<file path="config.mk">
export PLATFORM = sky130hd
export DESIGN_NAME = ex_forward_ctrl
export DESIGN_NICKNAME = d
export VERILOG_FILES = /design/src/rtl/ex_forward_ctrl.sv
export SDC_FILE = /design/constraint.sdc
export NUM_CORES = 1
export LEC_CHECK = 0
export ABC_AREA = 1
export CORE_MARGIN = 2
export CORE_UTILIZATION = 43
export DETAILED_ROUTE_END_ITERATION = 16
export GPL_TIMING_DRIVEN = 0
export PLACE_DENSITY = 0.87
export RECOVER_POWER = 50
export SLEW_MARGIN = 25
export SYNTH_ARGS = -nofsm -noshare
export SYNTH_HDL_FRONTEND = slang
export SYNTH_SLANG_ARGS = --single-unit
</file>
<file path="constraint.sdc">
create_clock -name clk -period 2.3 [get_ports clk]
set_clock_uncertainty 0.2 [all_clocks]
set_input_delay 0.345 -clock clk [delete_from_list [all_inputs] [get_ports clk]]
set_output_delay 0.345 -clock clk [all_outputs]
set_load 0.1 [all_outputs]
</file>
<file path="src/rtl/ex_forward_ctrl.sv">
// EX-stage operand forwarding control: tracks in-flight destination tags, produces registered
// rs1/rs2 forwarding selects, load-use stall and redirect flush. Optional counters: HAZARD_PERF_EN.
module ex_forward_ctrl #(
  parameter int REG_AW = 5,
  parameter int FWD_W  = 2,
  parameter int CNT_W  = 32
) (
  input  logic              clk,
  input  logic              rst_n,
  input  logic              hold,
  input  logic [REG_AW-1:0] id_rs1_addr,
  input  logic [REG_AW-1:0] id_rs2_addr,
  input  logic [REG_AW-1:0] id_rd_addr,
  input  logic              id_use_rs1,
  input  logic              id_use_rs2,
  input  logic              id_reg_write,
  input  logic              id_mem_read,
  input  logic              ex_redirect,
  output logic [FWD_W-1:0]  fwd_rs1_sel,
  output logic [FWD_W-1:0]  fwd_rs2_sel,
  output logic              stall,
  output logic              flush,
  output logic [CNT_W-1:0]  stall_cnt,
  output logic [CNT_W-1:0]  flush_cnt
);

  localparam logic [FWD_W-1:0]  SEL_RF  = FWD_W'(2'b00);
  localparam logic [FWD_W-1:0]  SEL_MEM = FWD_W'(2'b01);
  localparam logic [FWD_W-1:0]  SEL_WB  = FWD_W'(2'b10);
  localparam logic [REG_AW-1:0] REG_X0  = {REG_AW{1'b0}};

  // A source matches a producer only when it is really read and really written (x0 never).
  function automatic logic src_match(input logic              use_bit,
                                     input logic [REG_AW-1:0] src,
                                     input logic [REG_AW-1:0] dst,
                                     input logic              wr);
    return use_bit & wr & (dst != REG_X0) & (src == dst);
  endfunction

  // The WB-stage tag is never consulted: a select is chosen when the consumer enters EX,
  // looking back only at EX and MEM, so the tag leaving MEM needs no storage here.
  logic [REG_AW-1:0] ex_rd_r, mem_rd_r;
  logic              ex_rw_r, mem_rw_r;
  logic              ex_mr_r;
  logic [FWD_W-1:0]  sel1_r, sel2_r;

  logic              load_hit_s;
  logic              stall_s;
  logic              flush_s;
  logic              bubble_s;
  logic [FWD_W-1:0]  sel1_nxt_s, sel2_nxt_s;

  // Hazard detection and next-select selection for the instruction now in ID.
  always_comb begin
    flush_s    = ex_redirect;
    load_hit_s = src_match(id_use_rs1, id_rs1_addr, ex_rd_r, ex_rw_r) |
                 src_match(id_use_rs2, id_rs2_addr, ex_rd_r, ex_rw_r);
    stall_s    = ~flush_s & ex_mr_r & load_hit_s;
    bubble_s   = stall_s | flush_s;
    sel1_nxt_s = SEL_RF;
    sel2_nxt_s = SEL_RF;
    if (bubble_s) begin
      sel1_nxt_s = SEL_RF;
      sel2_nxt_s = SEL_RF;
    end else begin
      if (src_match(id_use_rs1, id_rs1_addr, ex_rd_r, ex_rw_r)) begin
        sel1_nxt_s = SEL_MEM;
      end else if (src_match(id_use_rs1, id_rs1_addr, mem_rd_r, mem_rw_r)) begin
        sel1_nxt_s = SEL_WB;
      end else begin
        sel1_nxt_s = SEL_RF;
      end
      if (src_match(id_use_rs2, id_rs2_addr, ex_rd_r, ex_rw_r)) begin
        sel2_nxt_s = SEL_MEM;
      end else if (src_match(id_use_rs2, id_rs2_addr, mem_rd_r, mem_rw_r)) begin
        sel2_nxt_s = SEL_WB;
      end else begin
        sel2_nxt_s = SEL_RF;
      end
    end
  end

  // Shadow tag pipeline and select registers; hold freezes everything.
  always_ff @(posedge clk or negedge rst_n) begin
    if (!rst_n) begin
      ex_rd_r  <= REG_X0;
      ex_rw_r  <= 1'b0;
      ex_mr_r  <= 1'b0;
      mem_rd_r <= REG_X0;
      mem_rw_r <= 1'b0;
      sel1_r   <= SEL_RF;
      sel2_r   <= SEL_RF;
    end else if (!hold) begin
      mem_rd_r <= ex_rd_r;
      mem_rw_r <= ex_rw_r;
      if (bubble_s) begin
        ex_rd_r <= REG_X0;
        ex_rw_r <= 1'b0;
        ex_mr_r <= 1'b0;
      end else begin
        ex_rd_r <= id_rd_addr;
        ex_rw_r <= id_reg_write;
        ex_mr_r <= id_mem_read;
      end
      sel1_r <= sel1_nxt_s;
      sel2_r <= sel2_nxt_s;
    end
  end

`ifdef HAZARD_PERF_EN
  localparam logic [CNT_W-1:0] CNT_MAX = {CNT_W{1'b1}};
  logic [CNT_W-1:0] stall_cnt_r, flush_cnt_r;

  // Saturating hazard counters, frozen while hold is asserted.
  always_ff @(posedge clk or negedge rst_n) begin
    if (!rst_n) begin
      stall_cnt_r <= {CNT_W{1'b0}};
      flush_cnt_r <= {CNT_W{1'b0}};
    end else if (!hold) begin
      if (stall_s && (stall_cnt_r != CNT_MAX)) begin
        stall_cnt_r <= stall_cnt_r + {{(CNT_W-1){1'b0}}, 1'b1};
      end
      if (flush_s && (flush_cnt_r != CNT_MAX)) begin
        flush_cnt_r <= flush_cnt_r + {{(CNT_W-1){1'b0}}, 1'b1};
      end
    end
  end

  assign stall_cnt = stall_cnt_r;
  assign flush_cnt = flush_cnt_r;
`else
  assign stall_cnt = {CNT_W{1'b0}};
  assign flush_cnt = {CNT_W{1'b0}};
`endif

  assign fwd_rs1_sel = sel1_r;
  assign fwd_rs2_sel = sel2_r;
  assign stall       = stall_s;
  assign flush       = flush_s;

endmodule

</file>
# After elaboration in Yosys (flattened, before gate mapping)
# Cells that the tools add are included.
[classes] eq_ne=4 mux=9 bitwise=17 reduce_logical=2
[op_table] op="5-bit equality test" count=4
[op_table] op="1-bit bitwise AND" count=14
[op_table] op="2-bit two-way mux" count=6
[op_table] op="5-bit nonzero test" count=2
[op_table] op="5-bit two-way mux" count=1
[op_table] op="1-bit two-way mux" count=2
[op_table] op="1-bit bitwise OR" count=2
[op_table] op="1-bit inverter" count=1
[totals] reg_bits=17 input_bits=23 out_inout_bits=70 word_cells=39

# Longest topological paths before layout
# Gate-level depths: netlist (run 1).
[depth] word_depth=7 depth_mapped=12 ltp_nobuf=11

# Worst setup path before layout (run 1)
# Ideal clock, no wire load.
[synth_path] path_type="register to output" startpoint="register ex_rd_r[2]" endpoint="output port stall" arrival_time_ns=1.629 required_time_ns=1.755 slack_ns=0.126 stages_incl_launch_ff=11 n_path_buf=1 path_cell_list="dfrtp_1 > inv_1 > nand2_1 > nand2_1 > nand2_1 > nor2_1 > nand2_1 > nand2_1 > nand2_2 > buf_6 > inv_1"
[synth_between] elab_chain_cells=5 word_cells_on_any_way=9 classes_between="2 x eq/ne; 6 x bitwise; 1 x reduce/logical"
[synth_lines] item="from (decl)" line="42" source="logic [REG_AW-1:0] ex_rd_r, mem_rd_r;"
[synth_lines] item="from (signal assigned)" line="101" source="ex_rd_r <= id_rd_addr;"
[synth_lines] item="5-bit nonzero test" line="37" source="return use_bit & wr & (dst != REG_X0) & (src == dst);"
[synth_lines] item="1-bit bitwise AND (2 in series)" line="37"
[synth_lines] item="1-bit bitwise OR *" line="56" source="load_hit_s = src_match(id_use_rs1, id_rs1_addr, ex_rd_r, ex_rw_r) |"
[synth_lines] item="1-bit bitwise AND *" line="58" source="stall_s = ~flush_s & ex_mr_r & load_hit_s;"
[synth_lines] item="to (decl)" line="21" source="output logic stall,"
# Every way passes the cells marked *; elsewhere a longest branch is shown, timed or not.

# Final worst setup path (run 1)
[layout_path] startpoint="register ex_rd_r[3]" endpoint="output port stall"
# Same word-level chain as after synthesis.

==> out/results.txt, run 1 <==
The utilization of the core after routing came out at 0.632. At the pin with the least slew margin, the transition time is 0.970 ns. Die boundary height: 67.4 um.

For this design, the CTS-stage hold fixing added 0 buffers. After filler insertion, the fill cell instance count of the layout stands at 375. The number of global-route vias before repair was 1278. The flow ran to the end, and the final reports show no timing, DRC or antenna violations.

Worst reg-to-reg setup slack: 0.18 ns. The row count is 23. The top cell types in the final layout, fill and taps aside, are 76 x buf_4, 75 x nand2_1, 64 x conb_1. The pin count of the biggest net entering global routing was 18; the routed wire length was 3750 um.

The TritonCTS buffer count came out at 3. The root buffer cell chosen for the clock tree is clkbuf_8. For this run, design rule violations remaining after detail routing come to 0.

IR analysis of the VDD net gives a maximum drop of 0.364 mV. The tools report the relative max-transition margin as 0.352. The logs give 0.00173 mm^2 for the post-synth design cell area and 0.0797 ns for the final critical-path setup slack. During I/O placement, the number of pins put on the boundary was 93.

The number of antenna diodes in the final layout is 0. The count of mapped cells out of synthesis is 269, and the final cell count without fillers is 425. The detailed-route via count was 1637. The effective utilization at floorplan was 0.438.

The critical hold path startpoint was ex_mr_r$_DFFE_PN0N_. STA puts the critical path data arrival time at 1.68 ns. The detailed-routing iteration count for the pre-antenna-repair pass was 4; the worst endpoint required time was 1.75 ns. The floorplan step set the die width to 67.4 um. The average cell area after synthesis is 6.42 um^2.

After clock tree synthesis, the clock-pin slew on the worst setup and hold paths is 0.07 ns. The run gives 410 as the post-placement cell count. Based on the critical path, the design can be clocked at up to 450 MHz.

The portion of the clock cycle consumed by the worst path in the final layout is 0.965, and the final hold violation count is 0. The power per unit of standard cell area is 531 mW/mm^2. The tools report the type of element capturing the critical path as an output pin. The tools report the total number of clock tree sinks as 17.

The sequential cells in the finished layout cover a total of 430 um^2. In the final routed layout, each cell accounts on average for 8.83 um. The run gives 1 as the number of H-tree levels.

The start of the worst register-to-register path is ex_rw_r$_DFFE_PN0N_. The first global-routing pass estimated 5600 um of wire. For the initial antenna violation count, the log shows 0. The number of DRC markers after the initial detailed-route iteration came out at 68. The tool flagged a number of max-cap violations equal to 0. The reg-to-reg endpoint was fwd_rs2_sel[1]$_DFFE_PN0N_. Remaining global-route overflow: 0.

TritonCTS built the clock tree. The total routing resource utilization after global routing is 0.158, and the number of library cell types mapped by synthesis is 22. The core region is 0.00394 mm^2. The routed via count divided by cell count is 3.85, and the static leakage is 0.00159 uW.

The logs give 0 for the yosys synthesis warning count and 0 ns for the sum of negative setup slack. Prior to clock tree synthesis, the placed netlist has a worst setup slack of -1.10 ns. The number of antenna-violating nets in the routed design was 0. Final hold analysis gives a worst-case slack of 0.278 ns. The routed design could run at a clock period as short as 2.22 ns.

The net total in the final layout was 399. The type of the worst setup path is reg2out. The tools report the share of the yosys chip area belonging to registers as 0.246.

Summing all multi-input logic gate instances after layout gives 903 um^2. STA classifies the critical path startpoint as a flip-flop. In this run the worst hold path is classified as reg2reg. The number of pins exceeding their max-slew limit in the final report was 0; the area growth from synthesis to final layout was 44.2%. The fraction of final layout cells sized beyond drive strength 1 is 0.277, and the last weighted congestion value of the routability-driven placer is 0.878.

Setup violations remaining at the end of the flow were counted as 0. Largest fanout on the critical path: 7. Once detailed placement completed, the half-perimeter wirelength came to 2830 um. Input and output buffers added on the ports amount to 28. The clock latency reported for the late side of the worst-skew pair was 0.25 ns; the number of synthesized register bits was 17. The end of the worst hold path was ex_mr_r$_DFFE_PN0N_. The most common library cell in the layout ignoring fill and taps is buf_4. For the area of the die, the log shows 0.00454 mm^2.

For the number of buffers between clock root and the deepest sink, the log shows 2. The hold-critical path depth came out at 2. Counting cells, the worst reg-to-reg path comes to 14.
[cell type report]
type / instances / share of cell area
multi-input combinational: 210 / 0.363
sequential: 17 / 0.173
buffer: 70 / 0.213
tap: 50 / 0.0251
clock buffer: 4 / 0.0181
inverter: 35 / 0.0527
timing repair buffer: 39 / 0.156
[power breakdown]
part	total (uW)	internal [uW]	switching, uW
clock	222	123	99.7
combinational	753	170	583
sequential	347	320	27.0
total	1320	612	710
[per-layer routing]
metal  track usage  routed length, um
met3        0.0317                407
met5             0                  0
met4        0.0459                 44
met1         0.212               1480
met2         0.257               1820
[stage by stage]
stage	total power, uW	instance area, um^2
6_report	1320	2490
4_1_cts	1310	2410
5_1_grt	1390	2490
2_1_floorplan	999	1960
3_3_place_gp	1070	2310
3_5_place_dp	1080	2310
[registers in the layout (all words and copies together) (netlist names)]
register / count
fwd_rs2_sel: 2
ex_rd_r: 5
fwd_rs1_sel: 2
ex_mr_r: 1
mem_rd_r: 5
ex_rw_r: 1
mem_rw_r: 1
[cell usage after synthesis]
| library cell | count | share of area |
|---|---|---|
| a21boi_0 | 1 | 0.0043 |
| a21oi_1 | 1 | 0.0029 |
| a21oi_2 | 1 | 0.0051 |
| buf_4 | 66 | 0.29 |
| buf_6 | 2 | 0.013 |
| clkbuf_1 | 1 | 0.0022 |
| conb_1 | 1 | 0.0022 |
| dfrtp_1 | 17 | 0.25 |
| dlygate4sd1_1 | 1 | 0.0051 |
| inv_1 | 34 | 0.074 |
| inv_2 | 1 | 0.0022 |
| nand2_1 | 78 | 0.17 |
| nand2_2 | 1 | 0.0036 |
| nand2b_1 | 1 | 0.0036 |
| nand3_1 | 16 | 0.046 |
| nand3_2 | 1 | 0.0058 |
| nand4_1 | 2 | 0.0072 |
| nor2_1 | 29 | 0.063 |
| nor2_2 | 1 | 0.0036 |
| o21ai_0 | 7 | 0.020 |
| o21ai_1 | 1 | 0.0029 |
| xnor2_1 | 6 | 0.030 |
[worst max path at each step]
stage	from	slack (ns)	endpoint	depth (start not counted)
floorplan	ex_rd_r[2]$_DFFE_PN0N_	0.13	stall	10
global placement	id_rs2_addr[1]	-1.06	stall	13
detailed placement	id_rs2_addr[1]	-1.10	stall	13
CTS	fwd_rs1_sel[0]$_DFFE_PN0N_	0.007	fwd_rs1_sel[0]	1
global route	ex_rd_r[3]$_DFFE_PN0N_	-0.08	stall	10
finish	ex_rd_r[3]$_DFFE_PN0N_	0.08	stall	10
[worst max-delay path, cell delays in order, from the launching register on]
cell and delay [ns]:
dfrtp_2 0.47, nor2_1 0.18, inv_1 0.09, nor2_2 0.12, nor2_1 0.04, nand2_1 0.08
nand2_1 0.06, nand2_2 0.07, buf_6 0.11, inv_2 0.04, buf_12 0.15
[cell families after synthesis]
kind of cell	count (synthesis)	share of synthesized area
buffers and inverters	105	0.383
AOI/OAI and AO/OA	11	0.0355
other	1	0.00217
xor gates and xnor gates	6	0.0304
and+or+nand+nor	129	0.303
DFF	17	0.246
[what timing repair did]
| item | in CTS | in global routing |
|---|---|---|
| buffers inserted | 7 | 4 |
| endpoints found under the setup margin | 2 | 6 |
| pin swaps | 1 | 5 |
| resized for setup | 23 | 22 |
| gates cloned | 0 | 0 |
Note: power is estimated with default switching activity, not from simulation.
==> inputs of run 2 (changes only) <==
--- a/config.mk
+++ b/config.mk
@@ -8,10 +8,12 @@
 export ABC_AREA = 1
 export CORE_MARGIN = 2
 export CORE_UTILIZATION = 43
+export CTS_CLUSTER_DIAMETER = 60
 export DETAILED_ROUTE_END_ITERATION = 16
 export GPL_TIMING_DRIVEN = 0
 export PLACE_DENSITY = 0.87
 export RECOVER_POWER = 50
+export SETUP_SLACK_MARGIN = 0.02
 export SLEW_MARGIN = 25
 export SYNTH_ARGS = -nofsm -noshare
 export SYNTH_HDL_FRONTEND = slang
==> out/results.txt, run 2 (synthesized netlist as in run 1, its figures left out) <==
The flow ran to the end, and the final reports show no timing, DRC or antenna violations. The relative max-transition margin came out at 0.357 (+0.00489). The worst hold path belongs to the class reg2reg. The number of buffers added on ports came out at 28 (unchanged). The tools report the number of maximum-capacitance violations as 0 (unchanged).

The number of buffers between clock root and the deepest sink came out at 2 (unchanged). The die boundary height works out to 67.4 um (unchanged). The fraction of final layout cells sized beyond drive strength 1 came out at 0.285 (+0.00724). Walking the worst path, the cells encountered are nor2_1 -> inv_1 -> nor2_2 -> nor2_1 -> nand2_1 -> nand2_1 -> nand2_2 -> buf_6 -> inv_2 -> buf_12. The number of cells on the worst reg-to-reg path is 14 (unchanged).

In this run the critical register-to-register path is launched from ex_rw_r$_DFFE_PN0N_. For the register area, the log shows 430 um^2 (unchanged). The tools report the share of power burned in combinational logic as 0.571 (+0.002). The final hold slack was 0.277 ns (-0.000588 ns). The highest metal layer carrying signal wires in the routed design is met4. The logs give 1278 (unchanged) for the number of global-route vias before repair and 1 (unchanged) for the number of H-tree levels. The run gives 0.166 (-0.002) as the clock group share of total power.

The effective utilization at floorplan was 0.438 (unchanged); the measured slew at the worst slew-check pin was 0.963 ns (-0.00733 ns). The run gives 375 (unchanged) as the number of fill cells in the layout. The sum of negative setup slack is 0 ns (unchanged), and the portion of the clock cycle consumed by the worst path in the final layout is 0.965 (about the same). The worst endpoint required time was 1.75 ns (about the same); the routed via count divided by cell count was 3.86 (+0.25%).

The final critical-path setup slack is 0.0813 ns (+0.00153 ns), and the initial antenna violation count is 0 (unchanged). Broken down by cell family, the worst path's largest delay share belongs to simple AND/OR/NAND/NOR gates. Area growth from synthesis to final layout: 44.1% (about the same).

The tools report the count of hold buffers inserted by post-cts repair as 0 (unchanged). The final setup violation count came out at 0 (unchanged). Setup repair after global routing could not meet its margin everywhere.

The library cell contributing the largest single delay on the critical path was dfrtp_2. The tools report the static leakage as 0.00156 uW (-2.3%). The critical path starts at ex_rd_r[3]$_DFFE_PN0N_. The maximum vdd ir drop was 0.365 mV (about the same).

The run gives 3 (unchanged) as the TritonCTS buffer count. The run gives 1645 (+0.49%) as the detailed-route via count. The total cell area at the placement stage is 0.00231 mm^2 (unchanged), and the switching power summed over all nets is 709 uW (-0.11%).

The fraction of power spent switching nets came out at 0.536 (-0.000996). The critical path is of the reg2out type. TritonCTS built the clock tree.

The relative contribution of sequential cells to total power is 0.262 (about the same), and the detailed-route wire length per cell is 8.94 um (+1.3%). The delay contributed by the slowest stage of the critical path is 0.47 ns (about the same). The run gives 1500 um (+1.1%) as the met1 wire length. Leaving out fill and tap cells, the most frequent cell in the layout is buf_4.

The power per unit of standard cell area came out at 531 mW/mm^2 (+0.13%). The number of antenna-violating nets in the routed design came out at 0 (unchanged). The capturing instance or port of the critical path was stall. The placed wire-length estimate after detailed placement is 2830 um (unchanged). The logs give 5600 um (unchanged) for the first-pass GRT wire length and 0.878 (unchanged) for the last weighted congestion value of the routability-driven placer. The x dimension of the die is 67.4 um (unchanged), and the routed wire length is 3810 um (+1.5%).

Clock tree synthesis selected as its root buffer the cell clkbuf_8. The time the worst path needs with I/O delays and setup was 2.22 ns (-0.00153 ns). The logs give 18 (unchanged) for the pin count of the biggest net entering global routing and 69 (+1.5%) for the number of DRC markers after the initial detailed-route iteration.

The worst reg-to-reg setup slack is 0.17 ns (about the same), and the highest achievable clock rate is 451 MHz (about the same). The tools report the multi-input logic area as 906 um^2 (+0.28%). The overall power consumption came out at 1320 uW (about the same).

The final hold violation count was 0 (unchanged). For the number of remaining DRC errors, the log shows 0 (unchanged). The worst setup path is captured at an output pin.

For the top-level port count, the log shows 93 (unchanged). The clock slew seen by the registers of the worst setup and hold paths is 0.07 ns (about the same). The tools report the core footprint as 0.00394 mm^2 (unchanged). In the layout the commonest cells are 77 x buf_4, 74 x nand2_1, 64 x conb_1. The number of cells on the critical path was 10 (unchanged).

In the final layout, the registers with the most flip-flops are ex_rd_r: 5 flops, mem_rd_r: 5 flops. The area of the die is 0.00454 mm^2 (unchanged). For the antenna diode count, the log shows 0 (unchanged). The tools report the cell-internal power as 614 uW (+0.30%). The worst setup path is launched from a flip-flop. The total buffers and inverters traversed by the critical path works out to 4 (unchanged). Remaining global-route overflow: 0 (unchanged). Minimum setup slack after placement: -1.10 ns (unchanged). For the clock latency reported for the late side of the worst-skew pair, the log shows 0.25 ns (about the same). The largest fanout on the critical path is 7 (unchanged). The total number of clock tree sinks came out at 17 (unchanged).

The detailed-routing iteration count for the pre-antenna-repair pass was 4 (unchanged). The final non-filler cell area is 0.00249 mm^2 (about the same). For the number of pins exceeding their max-slew limit in the final report, the log shows 0 (unchanged). The run gives 400 (+0.25%) as the net total in the final layout. The worst register-to-register path ends at fwd_rs2_sel[1]$_DFFE_PN0N_. The total met3 wirelength after detailed routing was 404 um (-0.74%); the amount of wire on met2 after detailed routing was 1860 um (+2.3%).

Arrival time of data at the critical path endpoint: 1.67 ns (about the same). The total routing resource utilization after global routing was 0.158 (unchanged); the row count was 23 (unchanged).
run 2: what timing repair did:
item	CTS	global route
buffers inserted	7	5
pin swaps	1	6
endpoints found under the setup margin	5	3
resized for setup	26	21
run 2: worst min-delay path, cell delays in order (launching register included):
cell and delay [ns]:
dfrtp_1 0.34, nand2_1 0.05, nand2_1 0.05
run 2: cell type report:
type	instances	area share
Tap cell	50	0.0251
Sequential cell	17	0.173
Clock buffer	4	0.0181
Buffer	70	0.213
Inverter	35	0.0528
Timing Repair Buffer	40	0.154
Multi-Input combinational cell	210	0.364
run 2: through the flow:
stage / utilization / instances
after global placement: 0.585 / 410
final: 0.632 / 426
after detailed placement: 0.585 / 410
after floorplan: - / 332
after global routing: 0.632 / 426
after CTS: 0.611 / 421
run 2: per-layer routing:
metal | GRT usage | vias up
li1 | - | 888
met5 | 0 | -
met4 | 0.0459 | 0
met1 | 0.212 | 670
met3 | 0.0317 | 6
met2 | 0.257 | 81
run 2: worst min path at each step:
stage	start	to	slack, ns	cells past startpoint
after floorplan	rst_n	ex_mr_r$_DFFE_PN0N_	-0.15	0
after detailed placement	ex_mr_r$_DFFE_PN0N_	ex_mr_r$_DFFE_PN0N_	0.26	2
after CTS	ex_mr_r$_DFFE_PN0N_	ex_mr_r$_DFFE_PN0N_	0.28	2
after global placement	ex_mr_r$_DFFE_PN0N_	ex_mr_r$_DFFE_PN0N_	0.26	2
after global routing	fwd_rs1_sel[0]$_DFFE_PN0N_	fwd_rs1_sel[0]$_DFFE_PN0N_	0.33	2
final	ex_mr_r$_DFFE_PN0N_	ex_mr_r$_DFFE_PN0N_	0.28	2
run 2: power by group through the flow:
stage          clock [uW]  sequential (uW)  combinational (uW)
3_5_place_dp            0              349                 731
2_1_floorplan           0              344                 656
5_1_grt               246              350                 795
4_1_cts               226              343                 737
3_3_place_gp            0              348                 726
6_report              220              347                 756
==> inputs of run 3 (changes only) <==
--- a/config.mk
+++ b/config.mk
@@ -7,13 +7,14 @@
 export LEC_CHECK = 0
 export ABC_AREA = 1
 export CORE_MARGIN = 2
-export CORE_UTILIZATION = 43
+export CORE_UTILIZATION = 40
 export CTS_CLUSTER_DIAMETER = 60
 export DETAILED_ROUTE_END_ITERATION = 16
-export GPL_TIMING_DRIVEN = 0
-export PLACE_DENSITY = 0.87
+export GPL_TIMING_DRIVEN = 1
+export PLACE_DENSITY = 0.82
 export RECOVER_POWER = 50
 export SETUP_SLACK_MARGIN = 0.02
+export SKIP_LAST_GASP = 1
 export SLEW_MARGIN = 25
 export SYNTH_ARGS = -nofsm -noshare
 export SYNTH_HDL_FRONTEND = slang
==> constraint.sdc (replaced) <==
create_clock -name clk -period 2.1 [get_ports clk]
set_clock_uncertainty 0.2 [all_clocks]
set_input_delay 0.315 -clock clk [delete_from_list [all_inputs] [get_ports clk]]
set_output_delay 0.315 -clock clk [all_outputs]
set_load 0.1 [all_outputs]
==> out/results.txt, run 3 (synthesized netlist as in run 1, its figures left out) <==
The number of remaining DRC errors came out at 0 (unchanged). The clock latency reported for the late side of the worst-skew pair is 0.26 ns (about the same), and the relative contribution of sequential cells to total power is 0.269 (+0.007). The number of pins exceeding their max-slew limit in the final report was 0 (unchanged); the initial antenna violation count was 0 (unchanged). The logs give -0.0919 ns (-0.0919 ns) for the sum of negative setup slack and -0.0919 ns (-0.173 ns) for the final critical-path setup slack. The placed wire-length estimate after detailed placement was 2740 um (-3.2%); the clock group share of total power was 0.183 (+0.017). The static leakage is 0.00121 uW (-22%), and the area growth from synthesis to final layout is 21.1%.

The final hold violation count is 0 (unchanged), and the detailed-route via count is 1535 (-6.7%). The library cells used most frequently in the layout, excluding fill and tap cells, are 75 x nand2_1, 64 x conb_1, 33 x buf_4. Measured slew at the worst slew-check pin: 0.977 ns (+0.0147 ns). Based on the critical path, the design can be clocked at up to 456 MHz. The tools report the number of fill cells in the layout as 411 (+9.6%). The largest registers in the layout are ex_rd_r: 5 flops, mem_rd_r: 5 flops. Number of maximum-capacitance violations: 0 (unchanged). In this run the worst hold path is classified as reg2reg. The run gives 1378 (+7.8%) as the number of global-route vias before repair. The clock root buffer master is clkbuf_8. For the row count, the log shows 23 (unchanged). The count of hold buffers inserted by post-cts repair is 0 (unchanged), and the total routing resource utilization after global routing is 0.153 (-0.00528). The largest fanout on the critical path is 6 (-1).

The detailed-route wire length per cell was 10.4 um (+16%). STA classifies the critical path endpoint as an output pin. The number of DRC markers after the initial detailed-route iteration is 47 (-32%), and the area of the die is 0.00486 mm^2 (+7.1%).

The logs give 17 (unchanged) for the total number of clock tree sinks and 2 (unchanged) for the number of buffers between clock root and the deepest sink. The run gives 800 uW (+13%) as the switching power summed over all nets. The x dimension of the die is 69.7 um (+3.5%), and the fraction of power spent switching nets is 0.562 (+0.0262).

The arrival time of data at the critical path endpoint was 1.68 ns (about the same); the total buffers and inverters traversed by the critical path was 3 (-1). Most common library cell in the layout ignoring fill and taps: nand2_1. Relative max-transition margin: 0.348 (-0.00878). The run finished, with violations left.

The effective utilization at floorplan is 0.423 (-0.0154). The number of antenna-violating nets in the routed design was 0 (unchanged). For the first-pass GRT wire length, the log shows 6080 um (+8.6%). The type of the worst setup path was reg2out. The final reports fail on negative setup slack. TritonCTS built the clock tree.

The clock slew seen by the registers of the worst setup and hold paths works out to 0.07 ns (about the same). The cell that appears most often on the critical path is nand2_1. The number of buffers added on ports came out at 28 (unchanged). The fraction of final layout cells sized beyond drive strength 1 is 0.194 (-0.0907), and the pin count of the biggest net entering global routing is 31 (+13). The cell-internal power is 623 uW (+1.5%), and the portion of the clock cycle consumed by the worst path in the final layout is 1.04. Startpoint class of the critical path: a flip-flop.

Routed via count divided by cell count: 4.09 (+6.0%). Setup repair after global routing could not meet its margin everywhere. The share of power burned in combinational logic was 0.548 (-0.023).

The power per unit of standard cell area was 680 mW/mm^2 (+28%); the final setup violation count was 1 (+1). The signal on the critical path passes through inv_2 -> nand2_1 -> nand2_1 -> nor2_2 -> nand3_1 -> nand2_1 -> nand2_2 -> clkinvlp_4 -> buf_12. The run gives -0.110 ns (+0.988 ns) as the minimum setup slack after placement. The net total in the final layout was 349 (-13%).

The run gives 93 (unchanged) as the top-level port count. The detailed-routing iteration count for the pre-antenna-repair pass came out at 4 (unchanged). The delay contributed by the slowest stage of the critical path came out at 0.47 ns (about the same). After layout, the minimum clock period comes to 2.19 ns. The library cell contributing the largest single delay on the critical path was dfrtp_2. The antenna diode count was 0 (unchanged). Maximum vdd ir drop: 0.336 mV (-7.8%). The last weighted congestion value of the routability-driven placer is 0.875 (-0.34%). For the worst endpoint required time, the log shows 1.58 ns (-0.17 ns). The routed wire length was 3900 um (+2.3%). The core footprint came out at 0.00409 mm^2 (+3.6%). The remaining global-route overflow was 0 (unchanged). Among cell families on the critical path, the largest total delay comes from simple AND/OR/NAND/NOR gates. The TritonCTS buffer count is 3 (unchanged), and the die boundary height is 69.7 um (+3.5%). For the number of H-tree levels, the log shows 1 (unchanged).
==> run 3: worst min-delay path: cells and delay by family (launching register included) <==
family	cells	cell delay [ns]
flip-flops	1	0.35
AND/OR/NAND/NOR	2	0.11
==> run 3: power by group through the flow <==
stage	clock network, uW	registers, uW	logic [uW]
finish	261	382	780
global route	281	386	817
CTS	263	379	754
detailed placement	0	383	723
global placement	0	381	717
floorplan	0	376	718
==> run 3: per-layer routing <==
| layer | global-route usage | share of wire |
|---|---|---|
| met5 | 0 | 0 |
| met4 | 0.0513 | 0.020 |
| met3 | 0.0276 | 0.054 |
| met2 | 0.266 | 0.51 |
| met1 | 0.190 | 0.42 |
==> run 3: worst paths after layout <==
check | start | to | slack [ns] | depth (start not counted)
hold reg to reg | fwd_rs2_sel[1]$_DFFE_PN0N_ | fwd_rs2_sel[1]$_DFFE_PN0N_ | 0.29 | 2
min in group asynchronous | rst_n | ex_rw_r$_DFFE_PN0N_ | 0.53 | 2
setup reg to reg | ex_rd_r[2]$_DFFE_PN0N_ | fwd_rs1_sel[0]$_DFFE_PN0N_ | 0.09 | 13
max in group asynchronous | rst_n | ex_rd_r[4]$_DFFE_PN0N_ | 0.51 | 2
hold / removal | fwd_rs2_sel[1]$_DFFE_PN0N_ | fwd_rs2_sel[1]$_DFFE_PN0N_ | 0.29 | 2
setup / recovery | ex_rd_r[2]$_DFFE_PN0N_ | stall | -0.09 | 9
==> run 3: layout make-up <==
type | count | area (um^2) | area share
clock buffers | 3 | 41.3 | 0.0197
clock inverters | 1 | 5.00 | 0.00239
inverters | 35 | 135 | 0.0646
multi-input cells | 210 | 917 | 0.438
flip-flops and latches | 17 | 430 | 0.206
well taps | 50 | 62.6 | 0.0299
repair buffers | 59 | 502 | 0.240
==> run 3: per-stage QoR <==
| step | hold slack [ns] | cells | util | cell area (um^2) | total power [uW] |
|---|---|---|---|---|---|
| 6_report | 0.291 | 375 | 0.512 | 2090 | 1420 |
| 5_1_grt | 0.303 | 375 | 0.512 | 2090 | 1480 |
| 4_1_cts | 0.194 | 371 | 0.500 | 2040 | 1400 |
| 3_5_place_dp | 0.267 | 355 | 0.466 | 1900 | 1110 |
| 3_3_place_gp | 0.259 | 355 | 0.466 | 1900 | 1100 |
| 2_1_floorplan | -0.181 | 332 | - | 1970 | 1090 |
==> run 3: repair_timing <==
item,CTS,global route
buffers inserted,12,4
resized for setup,23,9
endpoints found under the setup margin,1,2
pin swaps,7,9
==> RTL change (config.mk and constraints of run 3) <==
`REG_AW`: 5 -> 4.
--- a/src/rtl/ex_forward_ctrl.sv
+++ b/src/rtl/ex_forward_ctrl.sv
@@ -2,5 +2,5 @@
 // rs1/rs2 forwarding selects, load-use stall and redirect flush. Optional counters: HAZARD_PERF_EN.
 module ex_forward_ctrl #(
-  parameter int REG_AW = 5,
+  parameter int REG_AW = 4,
   parameter int FWD_W  = 2,
   parameter int CNT_W  = 32
Interface: changed (resized id_rd_addr, id_rs1_addr and id_rs2_addr); port bits go from 93 to 90. The function was not compared with the original's and may differ.
==> RTL change against run 3 <==
- hold slack worse by 5.6 ps
- area after synthesis shrank 9.6%
- setup slack better by 210 ps
- final area fell by 17%
- sequential cell count shrank 2
- routed wire length shrank 28%
- core utilization down 4.7 points
- count of clock-buffer cells in the layout rose by 1
- largest cell class unchanged
- non-clock buffer count down 26
- total power is 12% lower
- first-iteration DRC count is 60% higher
- synthesized cell count shrank 8.6%
==> RTL change: results (changes against run 3) <==
Run status:
- The run finished with clean final reports.

Timing:
- The clock period minus worst slack came to 1985 ps (-207.4 ps).
- The worst hold slack was 285.1 ps (-5.594 ps).
- The slew at the pin with the worst max-slew slack came to 823.6 ps (-153.8 ps).

Drt:
- The number of design-rule violations left by the first detailed-router iteration is 75 (+60%).
- The met1 wire length came to 1256 um (-23%).
- The total vias in the final route is 1,281 (-17%).
- The wire length on met2 is 1255 um (-37%).
- The total wire length after detailed routing came to 2797 um (-28%).

Global route:
- The global-route met2 utilization is 19.88% (-6.7 points).
- The first-pass GRT wire length is 4422 um (-27%).
- The via count of the first global-routing pass is 1,045 (-24%).
- The met3 routing resource usage after global routing came to 2.703% (-0.059 points).
- The global-route track usage on met1 is 17.22% (-1.8 points).

Worst setup path:
- The endpoint identified for the worst register-to-register timing path is fwd_rs2_sel[0].
- The register-to-register setup slack is 480 ps (+390 ps).
- The reg-to-reg startpoint is ex_rd_r[3].
- The depth of the worst register-to-register path came to 10 (-3).
- The largest fanout on the critical path was 5 (-1).

Synthesis:
- The count of distinct cell types in the synthesized netlist was 21 (-4.5%).
- The average instance area after synthesis is 6.348 um^2 (-1.2%).
- The proportion of synthesized chip area in sequential cells is 24.04% (-0.58 points).
- Ranked by instance count, the synthesized netlist is headed by sky130_fd_sc_hd__nand2_1 (78), sky130_fd_sc_hd__buf_4 (65), sky130_fd_sc_hd__inv_1 (26), sky130_fd_sc_hd__nor2_1 (23), sky130_fd_sc_hd__dfrtp_1 (15).
- The XOR/XNOR share of the synthesized area came to 0% (-3.0 points).
- After synthesis, the cell types taking the most area are sky130_fd_sc_hd__buf_4 (31%), sky130_fd_sc_hd__dfrtp_1 (24%), sky130_fd_sc_hd__nand2_1 (19%), sky130_fd_sc_hd__inv_1 (6.3%), sky130_fd_sc_hd__nor2_1 (5.5%).
- The share of synthesized flip-flops with an asynchronous set or reset was 100.0% (unchanged).

Placed design:
- The weighted congestion at the end of routability-driven global placement came to 0.8932 (+2.1%).
- The number of placed cells counting well taps came to 321 (-9.6%).
- The setup slack after placement is -71.66 ps (+38.74 ps).
- The number of port buffers is 25 (-11%).
- The placed wire-length estimate came to 2264 um (-17%).

Min path:
- The startpoint identified for the worst hold timing path is fwd_rs1_sel[0].
- The capture endpoint of the worst hold path is fwd_rs1_sel[0].

Cells and area:
- The share of final-layout standard cells stronger than drive strength 1 is 13.67% (-5.7 points).
- The post-route non-filler standard cell count is 326 (-13%).
- The number of nets in the layout is 299 (-14%).

Power and ir drop:
- The worst voltage drop across the vdd grid is 0.3665 mV (+9.1%).
- The leakage power is 1.088 nW (-10%).

Floorplan:
- The standard cell core area is 0.003716 mm^2 (-9.1%).
==> RTL change: changes by cell type after synthesis, sizes merged, moves of 3 or more <==
cell and delta:
nand3 -3, xnor2 -6, nor2 -3, inv -5, nand2 +3
==> RTL change: layout make-up <==
type,instances,area [um^2]
Fill cell,412,1986
Timing Repair Buffer,33,321.6
Tap cell,48,60.06
Inverter,31,116.4
Multi-Input combinational cell,195,808.3
Clock buffer,4,45.04
Sequential cell,15,379.1
==> RTL change: worst reg2reg max path, delay by kind of cell, from the launching register on <==
kind | cells | cell delay [ps]
buf+inv | 3 | 320
simple gates | 7 | 600
flops | 1 | 420
==> RTL change: power by group <==
group          internal [mW]  switching, mW  leakage, nW  total (mW)
Sequential             0.309         0.0229        0.196       0.331
Combinational         0.0787          0.604        0.870       0.683
Clock                  0.134          0.103       0.0228       0.238
==> RTL change: repair_timing <==
| action | CTS | global route |
|---|---|---|
| pin swaps | 2 | 4 |
| setup buffers | 0 | 1 |
| gates resized for setup | 6 | 11 |
| setup endpoints to repair | 1 | 1 |
